File: config.mk
export PLATFORM = sky130hd
export DESIGN_NAME = posit_field_extract
export DESIGN_NICKNAME = d
export VERILOG_FILES = /design/src/rtl/posit_pkg.sv /design/src/rtl/posit_field_align.sv /design/src/rtl/posit_field_extract.sv
export SDC_FILE = /design/constraint.sdc
export NUM_CORES = 1
export LEC_CHECK = 0
export BUFFER_PORTS_ARGS = -buffer_cell sky130_fd_sc_hd__buf_2
export CAP_MARGIN = 20
export CELL_PAD_IN_SITES_DETAIL_PLACEMENT = 1
export CELL_PAD_IN_SITES_GLOBAL_PLACEMENT = 2
export CORE_MARGIN = 8
export CORE_UTILIZATION = 36
export CTS_CLUSTER_SIZE = 20
export DETAILED_ROUTE_END_ITERATION = 10
export PLACE_DENSITY_LB_ADDON = 0.25
export SLEW_MARGIN = 20
export SYNTH_ARGS = -nofsm -noshare
export SYNTH_HDL_FRONTEND = slang
export SYNTH_HIERARCHICAL = 1
export SYNTH_SLANG_ARGS = --single-unit
File: constraint.sdc
create_clock -name clk -period 2.7 [get_ports clk]
set_input_delay 0 -clock clk [delete_from_list [all_inputs] [get_ports clk]]
set_output_delay 0 -clock clk [all_outputs]
set_load 0.02 [all_outputs]
File: src/rtl/posit_pkg.sv
// Shared posit helpers: width math, extractor FSM states and special-word patterns.
package posit_pkg;

  localparam int POSIT_N_DEFAULT  = 8;
  localparam int POSIT_ES_DEFAULT = 3;

  function automatic int posit_log2(input int v);
    int r;
    r = 0;
    for (int i = 0; i < 32; i++) begin
      if ((1 << r) < v) r++;
    end
    return r;
  endfunction

  // NaR is the sign bit alone; zero is the all-clear word.
  function automatic logic [63:0] posit_nar_word(input int n);
    return 64'd1 << (n - 1);
  endfunction

  function automatic logic [63:0] posit_zero_word(input int n);
    return 64'd0 & (64'd1 << (n - 1));
  endfunction

  typedef enum logic [1:0] {IDLE, SCAN, EXTRACT, DONE} extract_state_t;

endpackage

File: src/rtl/posit_field_align.sv
// Left-aligns the bits below the regime terminator and splits them into exponent and fraction.
module posit_field_align import posit_pkg::*; #(
  parameter int N  = POSIT_N_DEFAULT,
  parameter int ES = POSIT_ES_DEFAULT,
  parameter int RS = posit_log2(N)
) (
  input  logic [N-1:0]  abs_word,
  input  logic [RS:0]   nbits,
  output logic [ES-1:0] exp_bits,
  output logic [N-1:0]  frac
);

  localparam int SW = RS + 1;

  logic [SW-1:0] sh;
  logic [N-1:0]  aligned;

  // Shifting by N - nbits drops the sign/regime/terminator and leaves zero fill below.
  always_comb begin
    sh       = SW'(N) - nbits;
    aligned  = abs_word << sh;
    exp_bits = aligned[N-1 -: ES];
    frac     = N'({1'b1, aligned[N-ES-1:0]}) << (ES - 1);
  end

endmodule

File: src/rtl/posit_field_extract.sv
// Posit decoder front end: serial regime scan, then one-cycle exponent/fraction extraction.
module posit_field_extract import posit_pkg::*; #(
  parameter int N  = POSIT_N_DEFAULT,
  parameter int ES = POSIT_ES_DEFAULT,
  parameter int RS = posit_log2(N)
) (
  input  logic               clk,
  input  logic               rst_n,
  input  logic               in_valid,
  output logic               in_ready,
  input  logic [N-1:0]       in_posit,
  output logic               out_valid,
  input  logic               out_ready,
  output logic               Sign,
  output logic signed [RS:0] R_O,
  output logic [ES-1:0]      E_O,
  output logic [N-1:0]       Frac,
  output logic               Zero,
  output logic               NaR
);

  // Handshake: a word moves when valid and ready are both high on a rising edge;
  // in_ready is high only in IDLE, out_valid only in DONE, and outputs hold while waiting.
  localparam logic [N-1:0] NAR_WORD  = N'(posit_nar_word(N));
  localparam logic [N-1:0] ZERO_WORD = N'(posit_zero_word(N));

  extract_state_t state, state_d;

  logic [N-1:0]  abs_q;
  logic [RS:0]   run_q;
  logic [RS-1:0] idx_q;
  logic          ref_q;
  logic [RS:0]   nbits_q;
  logic [N-1:0]  abs_in;
  logic          is_zero, is_nar, scan_bit;
  logic [ES-1:0] align_e;
  logic [N-1:0]  align_frac;

  assign abs_in   = in_posit[N-1] ? (~in_posit + 1'b1) : in_posit;
  assign is_zero  = (in_posit == ZERO_WORD);
  assign is_nar   = (in_posit == NAR_WORD);
  assign scan_bit = abs_q[idx_q];

  posit_field_align #(.N(N), .ES(ES), .RS(RS)) u_align (
    .abs_word (abs_q),
    .nbits    (nbits_q),
    .exp_bits (align_e),
    .frac     (align_frac)
  );

  always_comb begin
    state_d   = state;
    in_ready  = 1'b0;
    out_valid = 1'b0;
    case (state)
      IDLE: begin
        in_ready = 1'b1;
        if (in_valid) state_d = (is_zero || is_nar) ? DONE : SCAN;
      end
      SCAN: begin
        if ((scan_bit != ref_q) || (idx_q == '0)) state_d = EXTRACT;
      end
      EXTRACT: state_d = DONE;
      DONE: begin
        out_valid = 1'b1;
        if (out_ready) state_d = IDLE;
      end
      default: state_d = IDLE;
    endcase
  end

  always_ff @(posedge clk or negedge rst_n) begin
    if (!rst_n) begin
      state <= IDLE;
    end else begin
      state <= state_d;
    end
  end

  always_ff @(posedge clk or negedge rst_n) begin
    if (!rst_n) begin
      abs_q   <= '0;
      run_q   <= '0;
      idx_q   <= '0;
      ref_q   <= 1'b0;
      nbits_q <= '0;
      Sign    <= 1'b0;
      R_O     <= '0;
      E_O     <= '0;
      Frac    <= '0;
      Zero    <= 1'b0;
      NaR     <= 1'b0;
    end else begin
      case (state)
        IDLE: begin
          if (in_valid) begin
            Sign <= in_posit[N-1];
            if (is_zero || is_nar) begin
              Zero <= is_zero;
              NaR  <= is_nar;
              R_O  <= '0;
              E_O  <= '0;
              Frac <= '0;
            end else begin
              abs_q <= abs_in;
              run_q <= (RS+1)'(1);
              idx_q <= RS'(N - 3);
              ref_q <= abs_in[N-2];
            end
          end
        end
        SCAN: begin
          if (scan_bit == ref_q) begin
            run_q <= run_q + 1'b1;
            if (idx_q == '0) nbits_q <= '0;
            else             idx_q   <= idx_q - 1'b1;
          end else begin
            // Everything strictly below the terminator is exponent/fraction payload.
            nbits_q <= {1'b0, idx_q};
          end
        end
        EXTRACT: begin
          R_O  <= ref_q ? $signed(run_q - 1'b1) : -$signed(run_q);
          E_O  <= align_e;
          Frac <= align_frac;
          Zero <= 1'b0;
          NaR  <= 1'b0;
        end
        default: ;
      endcase
    end
  end

endmodule

# [Yosys cells after proc, flatten, opt, wreduce, memory -nomap -nowiden]
# Index checks and enable logic that the tools add are counted.
[op_classes] add_sub_neg=6 multipliers=0 n_div=0 n_lt_le_gt_ge=1 n_eq_ne=14 shift=1 mux=37 n_bitwise=2 n_reduce_logical=14
[ops] operator="$mux 4" count=8
[ops] operator="$mux 8" count=3
[ops] operator="$mux 3" count=6
[ops] operator="$ne 2x2->1 const B" count=8
[ops] operator="$pmux 4 s2" count=2
[ops] operator="$pmux 8 s2" count=1
[ops] operator="$pmux 3 s2" count=2
[ops] operator="$reduce_and 3->1" count=3
[ops] operator="$add 8x1->8 const B" count=1
[ops] operator="$eq 8x8->1 const B" count=1
[ops] operator="$logic_not 8->1" count=1
[ops] operator="$mux 2" count=4
[ops] operator="$not 8->8" count=1
[ops] operator="$pmux 2 s4" count=1
[ops] operator="$shl 8x4->8" count=1
[ops] operator="$mux 1" count=7
[ops] operator="$reduce_and 5->1" count=1
[ops] operator="$add 4x1->4 const B" count=1
[ops] operator="$eq 2x2->1 const B" count=2
[ops] operator="$lt 3x4->1 const B" count=1
[ops] operator="$neg 4->4" count=1
[ops] operator="$pmux 1 s2" count=2
[ops] operator="$reduce_and 2->1" count=2
[ops] operator="$reduce_and 4->1" count=1
[ops] operator="other kinds (12)" count=14
[word_totals] regBits=40 latchBits=0 mem_bits_rw=0 rom_bits=0 input_bits=12 out_inout_bits=20 wordCells=87 mem_count=0

# [Logic depth before layout (Yosys ltp)]
# Gate-level depths: netlist of run 1.
[logic_depth] word_depth=6 depth_mapped=9 ltp_nobuf=7

# [By module]
# Netlist of run 1, hierarchy kept.
[by_module_without_submodules] mod="posit_field_extract" n_inst=1 cells_per_inst=223 area_each_um2=2123.3 seq_area_each_um2=950.9
[by_module_without_submodules] mod="posit_field_align" n_inst=1 cells_per_inst=44 area_each_um2=387.9 seq_area_each_um2=0.0

# [Worst setup path before layout of run 1]
# OpenSTA, ideal clock, no wires.
[synth_path] path_type="register to register" from="reg idx_q[0]" to="reg idx_q[1]" setup_ns=0.095 arrival_time_ns=1.910 required_ns=2.605 slack_ns=0.694 stages_incl_launch_ff=8 n_path_buf=2 period_less_slack_ns=2.006 path_cell_list="dfrtp_1 -> buf_6 -> mux2i_1 -> mux4_2 -> xnor2_1 -> buf_4 -> or4_1 -> o31ai_1"
[synth_via] elab_chain_len=5 word_cells_on_any_way=11 classes_between="add/sub (1); eq/ne (3); mux (5); reduce/logical (2)"
[synth_lines] item="start, declared" line_no="posit_field_extract.sv:31" source="logic [RS-1:0] idx_q;"
[synth_lines] item="start signal, assigned" line_no="posit_field_extract.sv:107" source="idx_q <= RS'(N - 3);"
[synth_lines] item="start signal, assigned" line_no="posit_field_extract.sv:116" source="else idx_q <= idx_q - 1'b1;"
[synth_lines] item="$bmux 1 s3" line_no="posit_field_extract.sv:42" source="assign scan_bit = abs_q[idx_q];"
[synth_lines] item="$mux 1 (implied by the code)" line_no="posit_field_extract.sv:42"
[synth_lines] item="$eq 1x1->1" line_no="posit_field_extract.sv:113" source="if (scan_bit == ref_q) begin"
[synth_lines] item="$ne 2x2->1 (no line)"
[synth_lines] item="$reduce_and 5->1 (no line)"
# Several ways; a longest one is shown, not always the timed one. The select of a mux whose other input is x is not followed.
# A chain may end at the register's enable or synchronous reset.

# [Worst setup path in the final report of run 1]
[layout_path] from="in in_posit[0]" to="reg idx_q[0]"
[layout_via] elab_chain_len=4 word_cells_on_any_way=5 classes_between="eq/ne (2); reduce/logical (3)"
[layout_lines] item="start, declared" line_no="posit_field_extract.sv:11" source="input logic [N-1:0] in_posit,"
[layout_lines] item="$eq 8x8->1 or $logic_not 8->1 (tied branches)" line_no="posit_field_extract.sv:41, posit_field_extract.sv:40"
[layout_lines] item="$logic_or 1x1->1 *" line_no="posit_field_extract.sv:98" source="if (is_zero || is_nar) begin"
[layout_lines] item="$ne 2x2->1 (no line) *"
[layout_lines] item="$reduce_and 5->1 (no line) *"
# Every way passes the cells marked *; elsewhere a longest branch is shown, timed or not.

==> results of run 1 <==
critical path: cells and delay by family:
family	cells	cell delay [ns]
compound gates	3	1.06
buf+inv	3	0.71
simple gates	2	0.55
fa+ha+maj	1	0.15
routing by layer:
| layer | vias to the layer above | share of wire (%) |
|---|---|---|
| met1 | 913 | 48 |
| met4 | 0 | 1.7 |
| met2 | 32 | 46 |
| li1 | 969 | - |
| met3 | 8 | 4.5 |
| met5 | - | 0 |
repair_timing:
| action | CTS | global route |
|---|---|---|
| endpoints found under the hold margin | 39 | 0 |
| endpoints found under the setup margin | 0 | 0 |
| hold buffers | 2 | 0 |
power by group through the flow:
stage	Sequential (mW)	Clock [mW]	Combinational, mW
2_1_floorplan	1.03	0	1.41
3_3_place_gp	0.974	0	1.89
3_5_place_dp	0.985	0	1.91
4_1_cts	0.972	0.493	1.92
5_1_grt	1.00	0.508	2.12
6_report	0.963	0.473	1.89
state kept, by name (all words and copies together), names as in the netlist:
register and cells:
E_O 3, Frac 8, NaR 1, R_O 4, Sign 1, Zero 1
abs_q 8, idx_q 3, nbits_q 3, run_q 4, state 2
path summary, 6_finish.rpt:
path                                       from                   end  slack [ns]  depth (start not counted)
setup / recovery                    in_posit[0]  idx_q[0]$_DFFE_PN0P_        0.41                          9
hold / removal                      in_posit[2]  abs_q[2]$_DFFE_PN0P_        0.04                          3
setup reg to reg           abs_q[6]$_DFFE_PN0P_  idx_q[0]$_DFFE_PN0P_        0.47                          6
hold reg to reg             Frac[0]$_DFFE_PN0P_   Frac[0]$_DFFE_PN0P_        0.47                          2
max in group asynchronous                 rst_n  abs_q[0]$_DFFE_PN0P_        1.79                          2
min in group asynchronous                 rst_n  run_q[2]$_DFFE_PN0P_        0.35                          2
stage by stage:
step | utilization (%) | cell area, sq um | worst slack (ns)
after floorplan | - | 2520 | 0.694
after global placement | 40.0 | 2710 | 0.505
after detailed placement | 40.0 | 2710 | 0.443
after CTS | 42.0 | 2840 | 0.397
after global routing | 42.0 | 2840 | 0.263
final | 42.0 | 2840 | 0.407
cell families after synthesis:
family          count (synthesis)
buf+inv                        36
other cells                     3
simple gates                   95
compound gates                 51
flops                          38
fa+ha+maj                      11
xor+xnor                       13
mux                            20
placed cells by master, fill, tap and decap left out, types with 3 or more instances in the layout:
cell type  netlist  final
clkbuf_8         0      8
a21oi_1          8      8
inv_1           17     17
or4_1            5      5
xnor2_1          5      5
nor3_1           3      3
mux4_1           3      3
mux2_2           5      5
mux2i_1         11     11
dfrtp_1         38     38
nand2b_1         5      5
o21ai_0         14     14
o21ai_1          4      4
or3_1            6      6
buf_2            4     31
conb_1           3      5
xor2_1           8      8
nand2_1         44     44
buf_4            5      4
nand3_1          6      6
ha_1            11     11
nor2_1          13     13
layout make-up:
| cell class | count | area [sq um] |
|---|---|---|
| tap | 80 | 100 |
| fill | 813 | 3920 |
| sequential | 38 | 951 |
| multi-input combinational | 195 | 1390 |
| inverter | 17 | 63.8 |
| timing repair buffer | 38 | 225 |
| clock buffer | 8 | 110 |
==> out/metrics.cfg, run 1 <==
[sta]
finalHoldViolations = 0
hold-worst-slack_ns = 0.0354
worst_slew_pin_slew_ns = 0.873
drv_slew = 0
finalCritPeriodShare_pct = 84.9
fmax_ghz = 0.436
finalCriticalPeriod_ns = 2.29
fin_tns_setup_ns = 0
skew_ns = 0.00474
setup_viol = 0
slew_headroom_pct = 41.8
rsz0062_at_grt = false

[yosys]
yosys.area_share.simple_pct = 18.6
synth_compound_area_share_pct = 14.8
ys_types = 52
async_reset_ff_share_pct = 100
synth_area_leader_cell = dfrtp_1
synth_area_leaders = dfrtp_1 (38%), nand2_1 (6.6%), ha_1 (5.5%), mux2i_1 (4.4%), mux4_1 (3.1%)
synth_seq_cells = 38
yosysWarnings = 6
synth_edf_count = 0
synthMuxAreaShare_pct = 10.7
synth_most_common_cell = nand2_1
synth_top_family_by_area = simple AND/OR/NAND/NOR gates
yosysSeqAreaShare_pct = 37.9
synth_adder_area_share_pct = 5.48
yosys_most_used_dff = dfrtp_1
yosysTopAreaCellShare_pct = 37.9
synth_common_cells = nand2_1 (44), dfrtp_1 (38), inv_1 (17), o21ai_0 (14), nor2_1 (13)
synth_area_sq_um = 2510
avgSynthCellArea_sq_um = 9.41
synth_xor_area_share_pct = 4.53
syn_inst = 267

[global_route]
grt_pass1_wl_microns = 9990
grt.busiest_layer = met2
grt_max_degree = 39
met1_usage_pct = 15.2
antenna_found_initial = 0
grt_util_met2_pct = 20.2
grt_use_total_pct = 12.4
overflow = 0
grt_pass1_vias = 2016
met3_usage_pct = 3.49

[pwr]
pwr-share-comb_pct = 56.8
power.share.sequential_pct = 29.0
p_sw_mw = 1.48
internal_power_mw = 1.84
power.density_nw_per_um2 = 1170
peakVddDrop_mv = 0.531
leakage_nw = 1.32
p_total_mw = 3.32
p_clk_share_pct = 14.2
swShare_pct = 44.6

[cts]
clk_pin_slew_ns = 0.08
cts_setup_buffers = 0
clkLatencyLatePin_ns = 0.30
root_buffer = clkbuf_8
cts_resized = 0
clkSinkCount = 38
clock_path_buffers = 2
htree_levels = 2
cts_tree = built
cts_made_buffers = 5

[route]
firstDrtPassIters = 4
ant_nets = 0
drcViolationCount = 0
drt_iter0_drc = 76
wirelength_microns = 5600
avgRoutedWirePerCell_microns = 14.9
route.vias.total = 1922
via_per_inst = 5.11

[worst_setup_path]
worstPathCellList = dlygate4sd3_1 > buf_2 > inv_1 > ha_1 > or3b_4 > o311a_4 > a21oi_4 > nor3_1 > o31a_1
path_max_fanout = 15
required_ns = 2.89
end_kind = register
cp-start-kind = input pin
worst-setup-path-type = in2reg
max_stage_delay_ns = 0.53
crit_slowest_cell = dlygate4sd3_1
cp_data_arrival_time_ns = 2.48

[placed_design]
place_hpwl_microns = 4090
portBuffers = 31
place_inst = 366
gp_congestion = 0.780

[layout]
area_growth_pct = 12.9
finalNonFillerCells = 376
final_layout_size_suffix_gt1_share_pct = 21.3
fin_nets = 318
diodes = 0

[floorplan]
start_util_pct = 37.2
dieHeight_microns = 99.5
ios = 32
coreArea_sq_um = 6760
die_w_microns = 99.5
dieArea_sq_um = 9900
row_count = 30

[hold_path]
hp-class = in2reg

[run]
drv_cap = 0

[status]
status = completed

Note: power is estimated with default switching activity, not from simulation.
==> inputs of run 2 (changes only) <==
--- a/config.mk
+++ b/config.mk
@@ -5,12 +5,13 @@
 export SDC_FILE = /design/constraint.sdc
 export NUM_CORES = 1
 export LEC_CHECK = 0
+export ABC_AREA = 1
 export BUFFER_PORTS_ARGS = -buffer_cell sky130_fd_sc_hd__buf_2
 export CAP_MARGIN = 20
 export CELL_PAD_IN_SITES_DETAIL_PLACEMENT = 1
 export CELL_PAD_IN_SITES_GLOBAL_PLACEMENT = 2
 export CORE_MARGIN = 8
-export CORE_UTILIZATION = 36
+export CORE_UTILIZATION = 30
 export CTS_CLUSTER_SIZE = 20
 export DETAILED_ROUTE_END_ITERATION = 10
 export PLACE_DENSITY_LB_ADDON = 0.25
==> constraint.sdc (replaced) <==
create_clock -name clk -period 2.1 [get_ports clk]
set_input_delay 0 -clock clk [delete_from_list [all_inputs] [get_ports clk]]
set_output_delay 0 -clock clk [all_outputs]
set_load 0.02 [all_outputs]
==> run 2 against run 1 <==
Net effect:
- combinational power increased by 61%
- sequential share of layout area decreased by 1.7 points
- register-to-register slack got worse by 0.05 ns
- flip-flop and latch count unchanged
- routed wire length increased by 17%
- design area increased by 5.4%
- sequential power increased by 33%
- hold slack got worse by 0.015 ns
- count of clock-buffer cells in the layout decreased by 3
- final cell count increased by 28%
- setup slack got worse by 0.068 ns
- critical path type unchanged
- critical endpoint is now run_q[1]$_DFFE_PN0P_
- largest cell class unchanged
==> out/metrics.cfg, run 2 <==
[status]
status = completed

[yosys]
yosysSeqAreaShare_pct = 37.1  ; -0.72 points
synth_most_common_cell = nand2_1
syn_inst = 339  ; +27%
synth_edf_count = 0  ; unchanged
synth_seq_cells = 38  ; unchanged
synth_area_leader_cell = dfrtp_1
avgSynthCellArea_sq_um = 7.55  ; -20%
yosys_most_used_dff = dfrtp_1
ys_types = 39  ; -25%
synth_area_sq_um = 2560  ; +1.9%
synth_common_cells = nand2_1 (101), dfrtp_1 (38), nand3_1 (30), inv_1 (29), o21ai_1 (27)
synth_area_leaders = dfrtp_1 (37%), nand2_1 (15%), nand3_1 (5.9%), ha_1 (5.4%), o21ai_1 (5.3%)
yosysTopAreaCellShare_pct = 37.1  ; -0.72 points
async_reset_ff_share_pct = 100  ; unchanged
yosysWarnings = 6  ; unchanged

[route]
drcViolationCount = 0  ; unchanged
firstDrtPassIters = 4  ; unchanged
ant_nets = 0  ; unchanged
wirelength_microns = 6560  ; +17%
avgRoutedWirePerCell_microns = 13.6  ; -8.6%
via_per_inst = 4.62  ; -9.6%
route.vias.total = 2227  ; +16%
drt_iter0_drc = 50  ; -34%

[placed_design]
portBuffers = 31  ; unchanged
dpl_cell_area_sq_um = 2820  ; +4.3%
post-place-ws_ns = 0.390  ; -0.0531 ns
place_hpwl_microns = 5140  ; +26%
gp_congestion = 0.867  ; +11%
place_inst = 471  ; +29%

[sta]
finalCriticalPeriod_ns = 1.76
setup_ws_ns = 0.339  ; -0.0680 ns
slew_headroom_pct = 38.1  ; -3.7 points
fmax_ghz = 0.568
finalCritPeriodShare_pct = 83.8
finalHoldViolations = 0  ; unchanged
fin_tns_setup_ns = 0  ; unchanged
rsz0062_at_grt = false
skew_ns = 0.0107  ; +0.00594 ns
hold-worst-slack_ns = 0.0207  ; -0.0147 ns
drv_slew = 0  ; unchanged
setup_viol = 0  ; unchanged
worst_slew_pin_slew_ns = 0.929  ; +0.0557 ns

[layout]
multi_input_area_sq_um = 1340  ; -3.3%
postLayoutCellArea_sq_um = 2990  ; +5.4%
area_growth_pct = 16.7
final_layout_size_suffix_gt1_share_pct = 21.5  ; +0.20 points
fin_nets = 399  ; +25%
diodes = 0  ; unchanged
final_cell_mix = nand2_1 (101), dfrtp_1 (38), buf_2 (31)
seq_area_sq_um = 951  ; unchanged
finalNonFillerCells = 482  ; +28%
nFillCells = 1032  ; +27%
final_common_cell = nand2_1
top_regs = Frac (8), abs_q (8)
final_util_pct = 36.2  ; -5.8 points

[worst_setup_path]
worstPathCellList = dlygate4sd3_1 > buf_2 > inv_1 > ha_1 > inv_1 > nor2_1 > nand4_1 > nand2_2 > nor2_4 > inv_4 > o21ai_4 > nand2_4 > nand2_1 > o21ai_1
cp_data_arrival_time_ns = 1.95  ; -0.53 ns
worst-setup-path-type = in2reg
r2r_cells = 10  ; +4
cpMostUsedCell = inv_1
required_ns = 2.29  ; -0.60 ns
path_max_fanout = 10  ; -5
max_stage_delay_ns = 0.52  ; about the same
cp-start-kind = input pin
crit_slowest_cell = dlygate4sd3_1
end_kind = register

[floorplan]
coreArea_sq_um = 8260  ; +22%
row_count = 33  ; +10%
die_w_microns = 108  ; +8.9%
ios = 32  ; unchanged
start_util_pct = 31.0  ; -6.2 points
dieArea_sq_um = 11700  ; +19%
dieHeight_microns = 108  ; +8.9%

[global_route]
grt_pass1_vias = 2401  ; +19%
antenna_found_initial = 0  ; unchanged
grt_use_total_pct = 12.3  ; -0.14 points
grt_max_degree = 39  ; unchanged
grt_pass1_wl_microns = 11700  ; +17%
overflow = 0  ; unchanged

[pwr]
leakage_nw = 1.49  ; +13%
power.density_nw_per_um2 = 1710  ; +46%
p_total_mw = 5.10  ; +54%
peakVddDrop_mv = 0.708  ; +33%

[cts]
htree_levels = 2  ; unchanged
root_buffer = clkbuf_8
cts_made_buffers = 5  ; unchanged
clk_pin_slew_ns = 0.08  ; about the same
cts_setup_buffers = 0  ; unchanged
cts_resized = 0  ; unchanged
clock_path_buffers = 2  ; unchanged
ctsHoldBuffers = 3  ; +1
clkSinkCount = 38  ; unchanged
cts_tree = built
clkLatencyLatePin_ns = 0.30  ; about the same

[hold_path]
min_path_cells = 3  ; unchanged
hp-class = in2reg

[run]
drv_cap = 0  ; unchanged

==> run 2: cell count changes in the layout (fill, tap and decap cells not counted), sizes merged, moves of 6 or more <==
cell,change
nand2,+66
nand3,+30
inv,+25
o21ai,+13
mux2i,-11
or3,-6
==> run 2: worst paths after layout <==
path | from | end | slack (ns)
max | in_posit[0] | run_q[1]$_DFFE_PN0P_ | 0.34
min | in_posit[5] | abs_q[5]$_DFFE_PN0P_ | 0.02
max reg2reg | nbits_q[1]$_DFFE_PN0P_ | E_O[0]$_DFFE_PN0P_ | 0.42
min reg2reg | Frac[3]$_DFFE_PN0P_ | Frac[3]$_DFFE_PN0P_ | 0.49
max in group asynchronous | rst_n | nbits_q[1]$_DFFE_PN0P_ | 1.14
min in group asynchronous | rst_n | Frac[4]$_DFFE_PN0P_ | 0.38
==> run 2: layout make-up <==
class                   instances  share of cell area, %
flip-flops and latches         38                   31.8
repair buffers                 41                   8.38
inverters                      44                   5.95
clock inverters                 3                   2.30
well taps                     105                   4.40
multi-input cells             246                   44.8
clock buffers                   5                   2.30
==> run 2: kinds of logic after synthesis <==
| logic type | after synthesis | share of synthesized area [%] |
|---|---|---|
| adders and majority gates | 11 | 5.38 |
| and+or+nand+nor | 173 | 32.4 |
| DFF | 38 | 37.1 |
| xor gates and xnor gates | 9 | 3.08 |
| buffers and inverters | 57 | 10.8 |
| AOI/OAI and AO/OA | 48 | 10.8 |
| other | 3 | 0.440 |
==> run 2: worst max-delay path: cells and delay by family <==
kind	cells	cell delay (ns)
AND/OR/NAND/NOR	6	0.68
buffers and inverters	5	0.87
adder cells (fa/ha/maj)	1	0.19
AO/OA/AOI/OAI	2	0.20
==> run 2: report_power, final <==
part	switching, mW	internal, mW	leakage, nW
logic	1.98	1.08	0.928
clock network	0.294	0.476	0.0683
registers	0.258	1.02	0.497
==> run 2: layer usage <==
layer  vias to the layer above  GRT usage [%]  part of all wire (%)
li1                       1149              -                     -
met1                      1040           16.6                    50
met2                        31           19.4                    45
met3                         7           2.38                   3.7
met4                         0           3.52                   1.1
met5                         -              0                     0
